## src/rtl/dco_pkg.sv

```systemverilog
// Shared command/status encodings for the digitally controlled oscillator
// and the frequency-lock controller that drives it.
package dco_pkg;

    typedef logic [1:0] ctl_t;
    typedef logic [1:0] status_t;

    localparam ctl_t CTL_HOLD   = 2'b00;
    localparam ctl_t CTL_FASTER = 2'b10;
    localparam ctl_t CTL_SLOWER = 2'b11;

    localparam status_t ST_OK  = 2'b00;
    localparam status_t ST_MIN = 2'b01;
    localparam status_t ST_MAX = 2'b10;

endpackage

```

## src/rtl/dco_divider_if.sv

```systemverilog
// ctl/status link between the lock controller (master) and the DCO (slave),
// plus the generated clock and the current half-period for observation.
interface dco_divider_if #(
    parameter int WIDTH = 16
) ();
    import dco_pkg::*;

    ctl_t             ctl;
    logic             out;
    status_t          status;
    logic [WIDTH-1:0] period;

    modport master (
        output ctl,
        input  out,
        input  status,
        input  period
    );

    modport slave (
        input  ctl,
        output out,
        output status,
        output period
    );

endinterface

```

## src/rtl/dco_divider_sync2.sv

```systemverilog
// Two-flop synchronizer for multi-bit level signals coming from another
// clock domain; every bit passes through the same pair of stages.
module sync2 #(
    parameter int WIDTH = 1
) (
    input  logic             clk,
    input  logic             resn,
    input  logic [WIDTH-1:0] i_d,
    output logic [WIDTH-1:0] o_q
);

    logic [WIDTH-1:0] r_meta;
    logic [WIDTH-1:0] r_sync;

    always_ff @(posedge clk or negedge resn) begin
        if (!resn) begin
            r_meta <= '0;
            r_sync <= '0;
        end else begin
            r_meta <= i_d;
            r_sync <= r_meta;
        end
    end

    assign o_q = r_sync;

endmodule

```

## src/rtl/dco_divider.sv

```systemverilog
// Digitally controlled oscillator: divides clk by a programmable half-period
// that is nudged one STEP per half-period by the synchronized ctl command.
module dco_divider
    import dco_pkg::*;
#(
    parameter int WIDTH  = 16,
    parameter int P_INIT = 100,
    parameter int P_MIN  = 2,
    parameter int P_MAX  = 65535,
    parameter int STEP   = 1
) (
    input  logic          clk,
    input  logic          resn,
    dco_divider_if.slave  bus
);

    localparam logic [WIDTH-1:0] L_P_INIT = WIDTH'(P_INIT);
    localparam logic [WIDTH-1:0] L_P_MIN  = WIDTH'(P_MIN);
    localparam logic [WIDTH-1:0] L_P_MAX  = WIDTH'(P_MAX);
    localparam logic [WIDTH-1:0] L_ONE    = WIDTH'(1);
    localparam logic [WIDTH:0]   L_MIN_X  = (WIDTH+1)'(P_MIN);
    localparam logic [WIDTH:0]   L_MAX_X  = (WIDTH+1)'(P_MAX);
    localparam logic [WIDTH:0]   L_STEP_X = (WIDTH+1)'(STEP);

    function automatic status_t status_of(input logic [WIDTH-1:0] p);
        if (p == L_P_MIN)      return ST_MIN;
        else if (p == L_P_MAX) return ST_MAX;
        else                   return ST_OK;
    endfunction

    ctl_t             w_ctl_s;
    logic             w_toggle;
    logic [WIDTH:0]   w_inc;
    logic [WIDTH:0]   w_dec;
    logic             w_borrow;
    logic [WIDTH-1:0] w_p_next;

    logic [WIDTH-1:0] r_hc;
    logic [WIDTH-1:0] r_p;
    logic             r_out;
    status_t          r_status;

    sync2 #(.WIDTH(2)) u_sync (
        .clk  (clk),
        .resn (resn),
        .i_d  (bus.ctl),
        .o_q  (w_ctl_s)
    );

    assign w_toggle = (r_hc == (r_p - L_ONE));

    // One extra bit keeps the sum and difference free of wrap-around; the
    // borrow flag catches a decrement that would go below zero.
    always_comb begin
        w_inc    = {1'b0, r_p} + L_STEP_X;
        w_dec    = {1'b0, r_p} - L_STEP_X;
        w_borrow = ({1'b0, r_p} < L_STEP_X);
        w_p_next = r_p;
        case (w_ctl_s)
            CTL_SLOWER: begin
                if (w_inc > L_MAX_X) w_p_next = L_P_MAX;
                else                 w_p_next = w_inc[WIDTH-1:0];
            end
            CTL_FASTER: begin
                if (w_borrow || (w_dec < L_MIN_X)) w_p_next = L_P_MIN;
                else                               w_p_next = w_dec[WIDTH-1:0];
            end
            default: w_p_next = r_p;
        endcase
    end

    // P only moves on a toggle edge, so a half-period in progress is never cut short.
    always_ff @(posedge clk or negedge resn) begin
        if (!resn) begin
            r_hc     <= '0;
            r_p      <= L_P_INIT;
            r_out    <= 1'b0;
            r_status <= status_of(L_P_INIT);
        end else if (w_toggle) begin
            r_hc     <= '0;
            r_out    <= ~r_out;
            r_p      <= w_p_next;
            r_status <= status_of(w_p_next);
        end else begin
            r_hc     <= r_hc + L_ONE;
        end
    end

    assign bus.out    = r_out;
    assign bus.status = r_status;
    assign bus.period = r_p;

endmodule

```

## src/flat_wrapper.sv

```systemverilog
// flat-port wrapper written by rule: the top's interface ports become plain ports
module dco_divider_flat import dco_pkg::*;
#(
    parameter int WIDTH  = 16,
    parameter int P_INIT = 100,
    parameter int P_MIN  = 2,
    parameter int P_MAX  = 65535,
    parameter int STEP   = 1
)
  (clk, resn, bus_ctl, bus_out, bus_status, bus_period);
  dco_divider_if #(.WIDTH(WIDTH)) bus_i ();
  input  logic clk;
  input  logic resn;
  input wire logic [$bits(bus_i.ctl)-1:0] bus_ctl;
  output wire logic [$bits(bus_i.out)-1:0] bus_out;
  output wire logic [$bits(bus_i.status)-1:0] bus_status;
  output wire logic [$bits(bus_i.period)-1:0] bus_period;
  assign bus_i.ctl = bus_ctl;
  assign bus_out = bus_i.out;
  assign bus_status = bus_i.status;
  assign bus_period = bus_i.period;
  dco_divider #(.WIDTH(WIDTH), .P_INIT(P_INIT), .P_MIN(P_MIN), .P_MAX(P_MAX), .STEP(STEP)) u_core (.clk(clk), .resn(resn), .bus(bus_i));
endmodule
```

## config.mk

```make
export PLATFORM = sky130hd
export DESIGN_NAME = dco_divider_flat
export DESIGN_NICKNAME = d
export VERILOG_FILES = /design/src/rtl/dco_pkg.sv /design/src/rtl/dco_divider_if.sv /design/src/rtl/dco_divider_sync2.sv /design/src/rtl/dco_divider.sv /design/src/flat_wrapper.sv
export SDC_FILE = /design/constraint.sdc
export NUM_CORES = 1
export LEC_CHECK = 0
export CELL_PAD_IN_SITES_DETAIL_PLACEMENT = 1
export CELL_PAD_IN_SITES_GLOBAL_PLACEMENT = 2
export CORE_UTILIZATION = 38
export DETAILED_ROUTE_END_ITERATION = 16
export DONT_BUFFER_PORTS = 1
export GPL_TIMING_DRIVEN = 0
export PLACE_DENSITY = 0.77
export SLEW_MARGIN = 20
export SYNTH_ARGS = -nofsm -noshare
export SYNTH_HDL_FRONTEND = slang
export SYNTH_SLANG_ARGS = --single-unit
```

## constraint.sdc

```tcl
create_clock -name clk -period 4.1 [get_ports clk]
set_input_delay 0.41 -clock clk [delete_from_list [all_inputs] [get_ports clk]]
set_output_delay 0.41 -clock clk [all_outputs]
set_load 0.02 [all_outputs]
```

---- Word level (Yosys, flattened, before mapping) ----
Cells that the tools add are included.
word-level totals
  flip-flop bits (word level) ............. 39
  input bits .............................. 4
  output and inout bits ................... 19
  word-level logic and storage cells ...... 26
operators by class
  add/sub/neg operators ................... 4
  $lt $le $gt $ge ......................... 3
  equality and inequality tests ........... 5
  multiplexer cells ....................... 6
  bitwise gates (word level) .............. 1
  reduce and logical (&&, ||, !) cells .... 1
operator list
  kind                                                                                number
  16-bit 2-to-1 mux                                                                   3
  16-bit case mux with 2 select lines                                                 1
  16-bit by 1-bit adder with 17-bit output (second input constant)                    1
  17-bit by 16-bit greater-than comparator with 1-bit output (second input constant)  1
  17-bit by 2-bit < comparator with 1-bit output (second input constant)              1
  16-bit by 1-bit subtractor with 17-bit output (second input constant)               1
  16-bit by 1-bit adder with 16-bit output (second input constant)                    1
  16-bit == test                                                                      1
  16-bit == test (second input constant)                                              1
  16-bit by 2-bit == test with 1-bit output (second input constant)                   1
  16-bit by 1-bit < comparator with 1-bit output (second input constant)              1
  16-bit by 1-bit subtractor with 16-bit output (second input constant)               1
  2-bit == test (second input constant)                                               2
  2-bit 2-to-1 mux                                                                    2
  1-bit logical OR                                                                    1
  1-bit NOT                                                                           1

---- Logic depth before layout (Yosys ltp) ----
Gate-level depths: netlist (run 1).
  depth after elaboration ................. 8
  mapped depth ............................ 13
  depth with buffers taken out ............ 11

---- By module ----
From an unflattened synthesis (run 1), not the netlist that was laid out.
unflattened totals
  cell total of the unflattened synthesis .. 404
  area total of the unflattened synthesis .. 3345.7 um^2
by module, submodules not included
  module       instances  cells each  area an instance (um^2)  seq. area each (um^2)
  dco_divider  1          400         3245.6                   879.6
  sync2        1          4           100.1                    100.1

---- Worst setup path after synthesis (run 1) ----
No wires, ideal clock.
  path type ............................... reg2reg
  start point ............................. register u_core.r_p[0], in the netlist u_core.bus.period[0]
  end point ............................... register u_core.r_status[0], in the netlist u_core.bus.status[0]
  library setup time ...................... 0.076 ns
  arrival time ............................ 3.292 ns
  required time ........................... 4.024 ns
  setup slack ............................. 0.731 ns
  stages on the path, launching flop included .. 13
  cells stage by stage .................... dfrtp_1 -> clkbuf_1 -> inv_1 -> ha_1 -> nand2b_1 -> nor4_4 -> xnor2_1 -> or4_1 -> nor3_1 -> nand4_1 -> or3b_1 -> or4_1 -> o21ai_1
between the ends
  longest elaborated chain between the ends .. 7
RTL lines
  element                                         RTL line           source
  start, declared                                 dco_divider.sv:39  logic [WIDTH-1:0] r_p;
  start signal, assigned                          dco_divider.sv:82  r_p <= w_p_next;
  16-bit by 1-bit subtractor with 17-bit output   dco_divider.sv:56  w_dec = {1'b0, r_p} - L_STEP_X;
  17-bit by 2-bit < comparator with 1-bit output  dco_divider.sv:65  if (w_borrow || (w_dec < L_MIN_X)) w_p_next = L_P_MIN;
  1-bit logical OR                                dco_divider.sv:65
  16-bit 2-to-1 mux                               dco_divider.sv:65
  16-bit case mux with 2 select lines             dco_divider.sv:59  case (w_ctl_s)
  16-bit by 2-bit == test with 1-bit output       dco_divider.sv:26  if (p == L_P_MIN) return ST_MIN;
  2-bit 2-to-1 mux                                dco_divider.sv:26
  end signal, assigned                            dco_divider.sv:78  r_status <= status_of(L_P_INIT);
  end signal, assigned                            dco_divider.sv:83  r_status <= status_of(w_p_next);
  end, declared                                   dco_divider.sv:41  status_t r_status;
Several ways; a longest one is shown, not always the timed one.
A chain may end at the register's enable or synchronous reset.

---- Final worst setup path (run 1) ----
  start point ............................. register u_core.r_p[6], in the netlist u_core.bus.period[6]
  end point ............................... register u_core.r_status[0], in the netlist u_core.bus.status[0]
The elaborated chain is that of the path after synthesis.

==> impl_metrics.ini, run 1 <==
[floorplanning]
initial_core_util_pct = 39.4
num_rows = 33
core-area_um2 = 8220
ios = 23
die_area_um2 = 8880
die-width_um = 94.3
die_h_um = 94.3

[setup_path]
cp-end-kind = register
cp_slowest_cell = or4b_1
crit_chain = clkbuf_2, nand3_1, or4b_1, o21bai_1, o21ai_0, a31oi_1, or2_2, nand2_1, or4_1, o21ai_1
r2r_start = u_core.bus.period[6]
cp_slowest_stage_delay_ns = 0.69
cp.arrival_ns = 4.18
cp.required_ns = 4.32
start_kind = register
critical_path_class = reg2reg
path_buf_inv = 1
cp-startpoint = u_core.bus.period[6]
critical_path.max_fanout = 10
rrSetupSlack_ns = 0.14
crit_family = simple AND/OR/NAND/NOR gates

[synth]
synth_nets = 431
syn-cell-area_um2 = 3230
yosysWarnings = 0
ys_top_cells_by_count = 49 x nand2_1, 43 x nor2_1, 36 x dfrtp_1
yosys-top-cells-area = dfrtp_1 28%, xnor2_1 6.2%, nand2_1 5.7%, xor2_1 5.1%, nor2_1 5.0%
synth_flop_cell = dfrtp_1
post-synth-top-count-cell = nand2_1
synth.avg_cell_area_um2 = 7.65
synth_top_cell_by_area = dfrtp_1
syn_inst = 423
ys_seq_elements = 39
synth_top_cell_area_share_pct = 27.9
synth_edf_count = 0
synth_cell_types = 58
synth_async_sr_flop_share_pct = 100
synth_seq_area_share_pct = 30.3

[final_layout]
drive_gt1_share_pct = 9.57
areaGrowthSynthToFinish_pct = 11.4
diodes = 0
fin_nets = 446

[timing]
skew_ns = 0.0118
relSlewSlack_pct = 40.7
setup-violations-final = 0
max_freq_ghz = 0.253
fin_crit_sh_pct = 96.5
fin_ws_ns = 0.145
drv_slew = 0
tightest_slew_ns = 0.882
fin_crit_ns = 3.96
hold_violations = 0

[detailed_routing]
drt_first_pass_iters = 5
top_layer = met4
ant_nets = 0
drt-initial-drc-count = 226
met2_length_um = 5410
wire_per_inst_um = 23.3
drt-total-wl_um = 12700
wl_met3_um = 974
drc = 0
wl_met1_um = 5790
dr_total_vias = 3456
vias_per_cell = 6.35

[run]
cap_violations = 0

[global_routing]
antenna_found_initial = 0
overflow = 0
grt_pass1_vias = 3395
grt_pass1_wl_um = 19800
grt_usage_pct = 30.3
grt_max_degree = 40

[place]
place_ws_ns = -0.499
gp_congestion = 0.917
io_buffers = 0
hpwl_um = 9380

[clocking]
clock-sinks = 39
numCtsBuffers = 5
cts_tree = yes
htreeDepth = 2
path_clk_slew_ns = 0.09
clockBufferDepth = 2
root_buffer = clkbuf_8
worstSkewPairLatency_ns = 0.30

[power_and_ir_drop]
power.density_nw_per_um2 = 210
worst_ir_drop_vdd_mv = 0.153
p_leak_nw = 1.48
power.total_w = 0.000756

[min_path]
hp-start = bus_ctl[1]
hold_class = in2reg

[outcome]
run_status = completed
==> cell families after synthesis <==
logic type	after synthesis	share of synthesized area, %
adders and majority gates	4	1.55
buffers and inverters	41	4.80
and+or+nand+nor	210	34.1
muxes	2	0.658
AOI/OAI and AO/OA	85	17.2
xor gates and xnor gates	42	11.4
DFF	39	30.3
==> timing repair <==
action                     CTS  global route
setup endpoints to repair   33            27
setup buffers                4             2
resized for setup            8            12
hold endpoints to repair    39             0
hold buffers                 2             0
pin swaps                    2             0
==> worst register-to-register path, cell delays in order (launching register included) <==
cell and delay (ns):
dfstp_2 0.66, clkbuf_2 0.29, nand3_1 0.36, or4b_1 0.70
o21bai_1 0.16, o21ai_0 0.12, a31oi_1 0.50, or2_2 0.25
nand2_1 0.14, or4_1 0.55, o21ai_1 0.16
==> path summary, 6_finish.rpt <==
| kind | to | depth (start not counted) |
|---|---|---|
| setup / recovery | u_core.bus.status[0] | 10 |
| hold / removal | u_core.u_sync.r_meta[1] | 0 |
| setup reg to reg | u_core.bus.status[0] | 10 |
| hold reg to reg | u_core.u_sync.o_q[0] | 0 |
| max in group asynchronous | u_core.bus.period[5] | 2 |
| min in group asynchronous | u_core.bus.period[10] | 2 |
==> cells in the final DEF (no fill, tap or decap), types with 3 or more instances in the layout <==
cell and instances:
o211ai_1 6, and2_1 4, xnor2_1 23, nand3_1 29, nor2_1 43, and4_1 4, a21oi_1 17, a31oi_1 6
o21bai_1 4, nand2b_1 4, clkbuf_2 4, nand2_1 48, o21ai_0 22, o41ai_1 3, o221ai_1 4, clkbuf_8 5
clkbuf_1 21, nand3b_1 3, nand4b_1 3, buf_2 3, inv_1 10, and3_1 9, or2_2 3, nor3_1 12
xor2_1 19, nor4_1 11, nand4_1 14, or4_1 6, buf_4 6, dfrtp_1 35, a211oi_1 3, ha_1 3
o31ai_1 4, dfstp_2 3
==> cell type report <==
type,instances,area [um^2]
Sequential cell,39,981
Inverter,11,41.3
Buffer,30,121
Tap cell,105,131
Timing Repair Buffer,8,75.1
Fill cell,1027,4610
Multi-Input combinational cell,343,2140
Clock inverter,3,43.8
Clock buffer,5,68.8
==> power breakdown <==
group	switching, W	leakage [nW]	internal, W	total, W
Sequential	0.000000626	0.509	0.000386	0.000387
Clock	0.000157	0.0581	0.000182	0.000339
Combinational	0.0000232	0.915	0.00000698	0.0000302
==> per-stage QoR <==
step	std cells	util [%]	hold WS [ns]	setup TNS, ns	cell area, um^2
finish	544	43.9	0.136	0	3600
global route	544	43.9	0.122	-0.00603	3600
CTS	542	43.5	0.129	0	3570
detailed placement	528	41.0	0.115	-5.10	3370
global placement	528	41.0	0.115	-3.85	3370
floorplan	423	-	0.114	0	3230
==> state kept, by name, summed over array words and instances, names as in the netlist <==
| register | cells |
|---|---|
| u_core.bus.period | 16 |
| u_core.r_hc | 16 |
| u_core.bus.status | 2 |
| u_core.u_sync.o_q | 2 |
| u_core.u_sync.r_meta | 2 |
| u_core.bus.out | 1 |
==> routing by layer <==
| metal | global-route usage (%) | vias up |
|---|---|---|
| met5 | 0 | - |
| met4 | 13.7 | 0 |
| met3 | 7.12 | 30 |
| met2 | 43.0 | 144 |
| met1 | 42.8 | 1709 |
| li1 | - | 1573 |
No activity file was read; power rests on OpenSTA's default activity.
==> run 2, diff against run 1 <==
Settings changed: SKIP_CTS_REPAIR_TIMING from default to 1.
==> run 2 against run 1 <==
Combinational power is 2% higher. Design area up 0.66%. Clock-buffer cell count did not move. Largest power group unchanged. Highest routed layer unchanged.
==> impl_metrics.ini, run 2 (synthesis gave the netlist of run 1 again) <==
[outcome]
run_status = completed

[detailed_routing]
vias_per_cell = 6.37
wl_met3_um = 859
top_layer = met4
dr_total_vias = 3478
drc = 0
drt-initial-drc-count = 315
met2_length_um = 5470
wire_per_inst_um = 23.0
drt_first_pass_iters = 5
drt-total-wl_um = 12500
ant_nets = 0
wl_met1_um = 5810

[timing]
setup-violations-final = 0
max_freq_ghz = 0.250
fin_crit_sh_pct = 97.6
fin_ws_ns = 0.0998
fin_crit_ns = 4.00
tns_ns = 0
hold_violations = 0
tightest_slew_ns = 0.846
drv_slew = 0
whs_ns = 0.138
relSlewSlack_pct = 43.1
skew_ns = 0.0119

[power_and_ir_drop]
power.density_nw_per_um2 = 209
p_leak_nw = 1.50
worst_ir_drop_vdd_mv = 0.152

[setup_path]
reg2reg_depth = 12
critical_path.max_fanout = 10
r2r-end = u_core.bus.status[0]
r2r_start = u_core.bus.period[0]
rrSetupSlack_ns = 0.1
critical_path_class = reg2reg
cp.required_ns = 4.32
cp.arrival_ns = 4.22
start_kind = register
cp-end-kind = register

[floorplanning]
die_area_um2 = 8880
core-area_um2 = 8220
die-width_um = 94.3
ios = 23
die_h_um = 94.3
initial_core_util_pct = 39.4
num_rows = 33

[clocking]
numCtsBuffers = 5
clockBufferDepth = 2
path_clk_slew_ns = 0.08
cts_tree = yes
clock-sinks = 39
worstSkewPairLatency_ns = 0.30
htreeDepth = 2
root_buffer = clkbuf_8

[min_path]
holdPathEnd = u_core.u_sync.r_meta[1]
min_path_cells = 0
hold_class = in2reg
hp-start = bus_ctl[1]

[final_layout]
fin_nets = 448
drive_gt1_share_pct = 10.2
final_common_cell = nand2_1
diodes = 0
final_cell_mix = 48 x nand2_1, 43 x nor2_1, 35 x dfrtp_1
ff_latch_area_um2 = 981
finalCoreUtilization_pct = 44.1
areaGrowthSynthToFinish_pct = 12.1
multi_input_area_um2 = 2140
fill_cells = 1023

[global_routing]
grt_pass1_vias = 3321
grt_pass1_wl_um = 19500
overflow = 0
grt_usage_pct = 29.8
antenna_found_initial = 0
grt_max_degree = 40

[place]
gp_congestion = 0.917
hpwl_um = 9380
io_buffers = 0
place_ws_ns = -0.499

[run]
cap_violations = 0
==> run 2: cell count changes in the layout (fill, tap and decap cells not counted) <==
cell	previous run	this run
buf_4	6	8
buf_12	1	0
buf_16	0	1
clkbuf_1	21	20
clkbuf_2	4	5
==> run 2: power breakdown <==
group          internal (W)  switching, W   total, W
Sequential         0.000386   0.000000595   0.000387
Combinational    0.00000775     0.0000230  0.0000308
Clock              0.000182      0.000158   0.000339
Total              0.000576      0.000181   0.000757
==> run 2: worst max-delay path: stages, from the launching register on <==
cell and delay (ns):
dfrtp_2 0.52, buf_2 0.24, inv_1 0.13, ha_2 0.28
nand2b_2 0.18, nor4_4 0.35, xnor2_1 0.19, or4_1 0.54
nor3_1 0.23, nand4_1 0.20, or3b_1 0.43, or4_1 0.45
o21ai_1 0.16
==> run 2: final cells by class <==
type	instances	share of cell area, %
inverter	11	1.14
clock buffer	5	1.90
multi-input combinational	343	59.0
timing repair buffer	10	2.69
sequential	39	27.0
clock inverter	3	1.21
tap	105	3.62
buffer	30	3.38
==> run 2: metrics by stage <==
stage	total power (W)	area, um^2	cells
floorplan	0.000407	3230	423
global placement	0.000414	3370	528
detailed placement	0.000413	3370	528
CTS	0.000751	3480	536
global route	0.000777	3630	546
finish	0.000757	3630	546
==> run 2: routing by layer <==
metal / GRT usage [%] / vias up
met2: 42.9 / 152
met4: 11.7 / 0
met3: 6.72 / 24
met5: 0 / -
li1: - / 1579
met1: 42.6 / 1723
==> run 2: worst max-delay path by stage <==
stage,start,end,slack [ns],depth (start not counted)
after floorplan,u_core.bus.period[0],u_core.bus.status[0],0.73,12
after global placement,u_core.bus.period[1],u_core.bus.status[0],-0.48,10
after detailed placement,u_core.bus.period[10],u_core.bus.status[0],-0.50,10
after CTS,u_core.bus.period[10],u_core.bus.status[0],-0.54,10
after global routing,u_core.bus.period[1],u_core.bus.status[0],-0.06,12
final,u_core.bus.period[0],u_core.bus.status[0],0.1,12
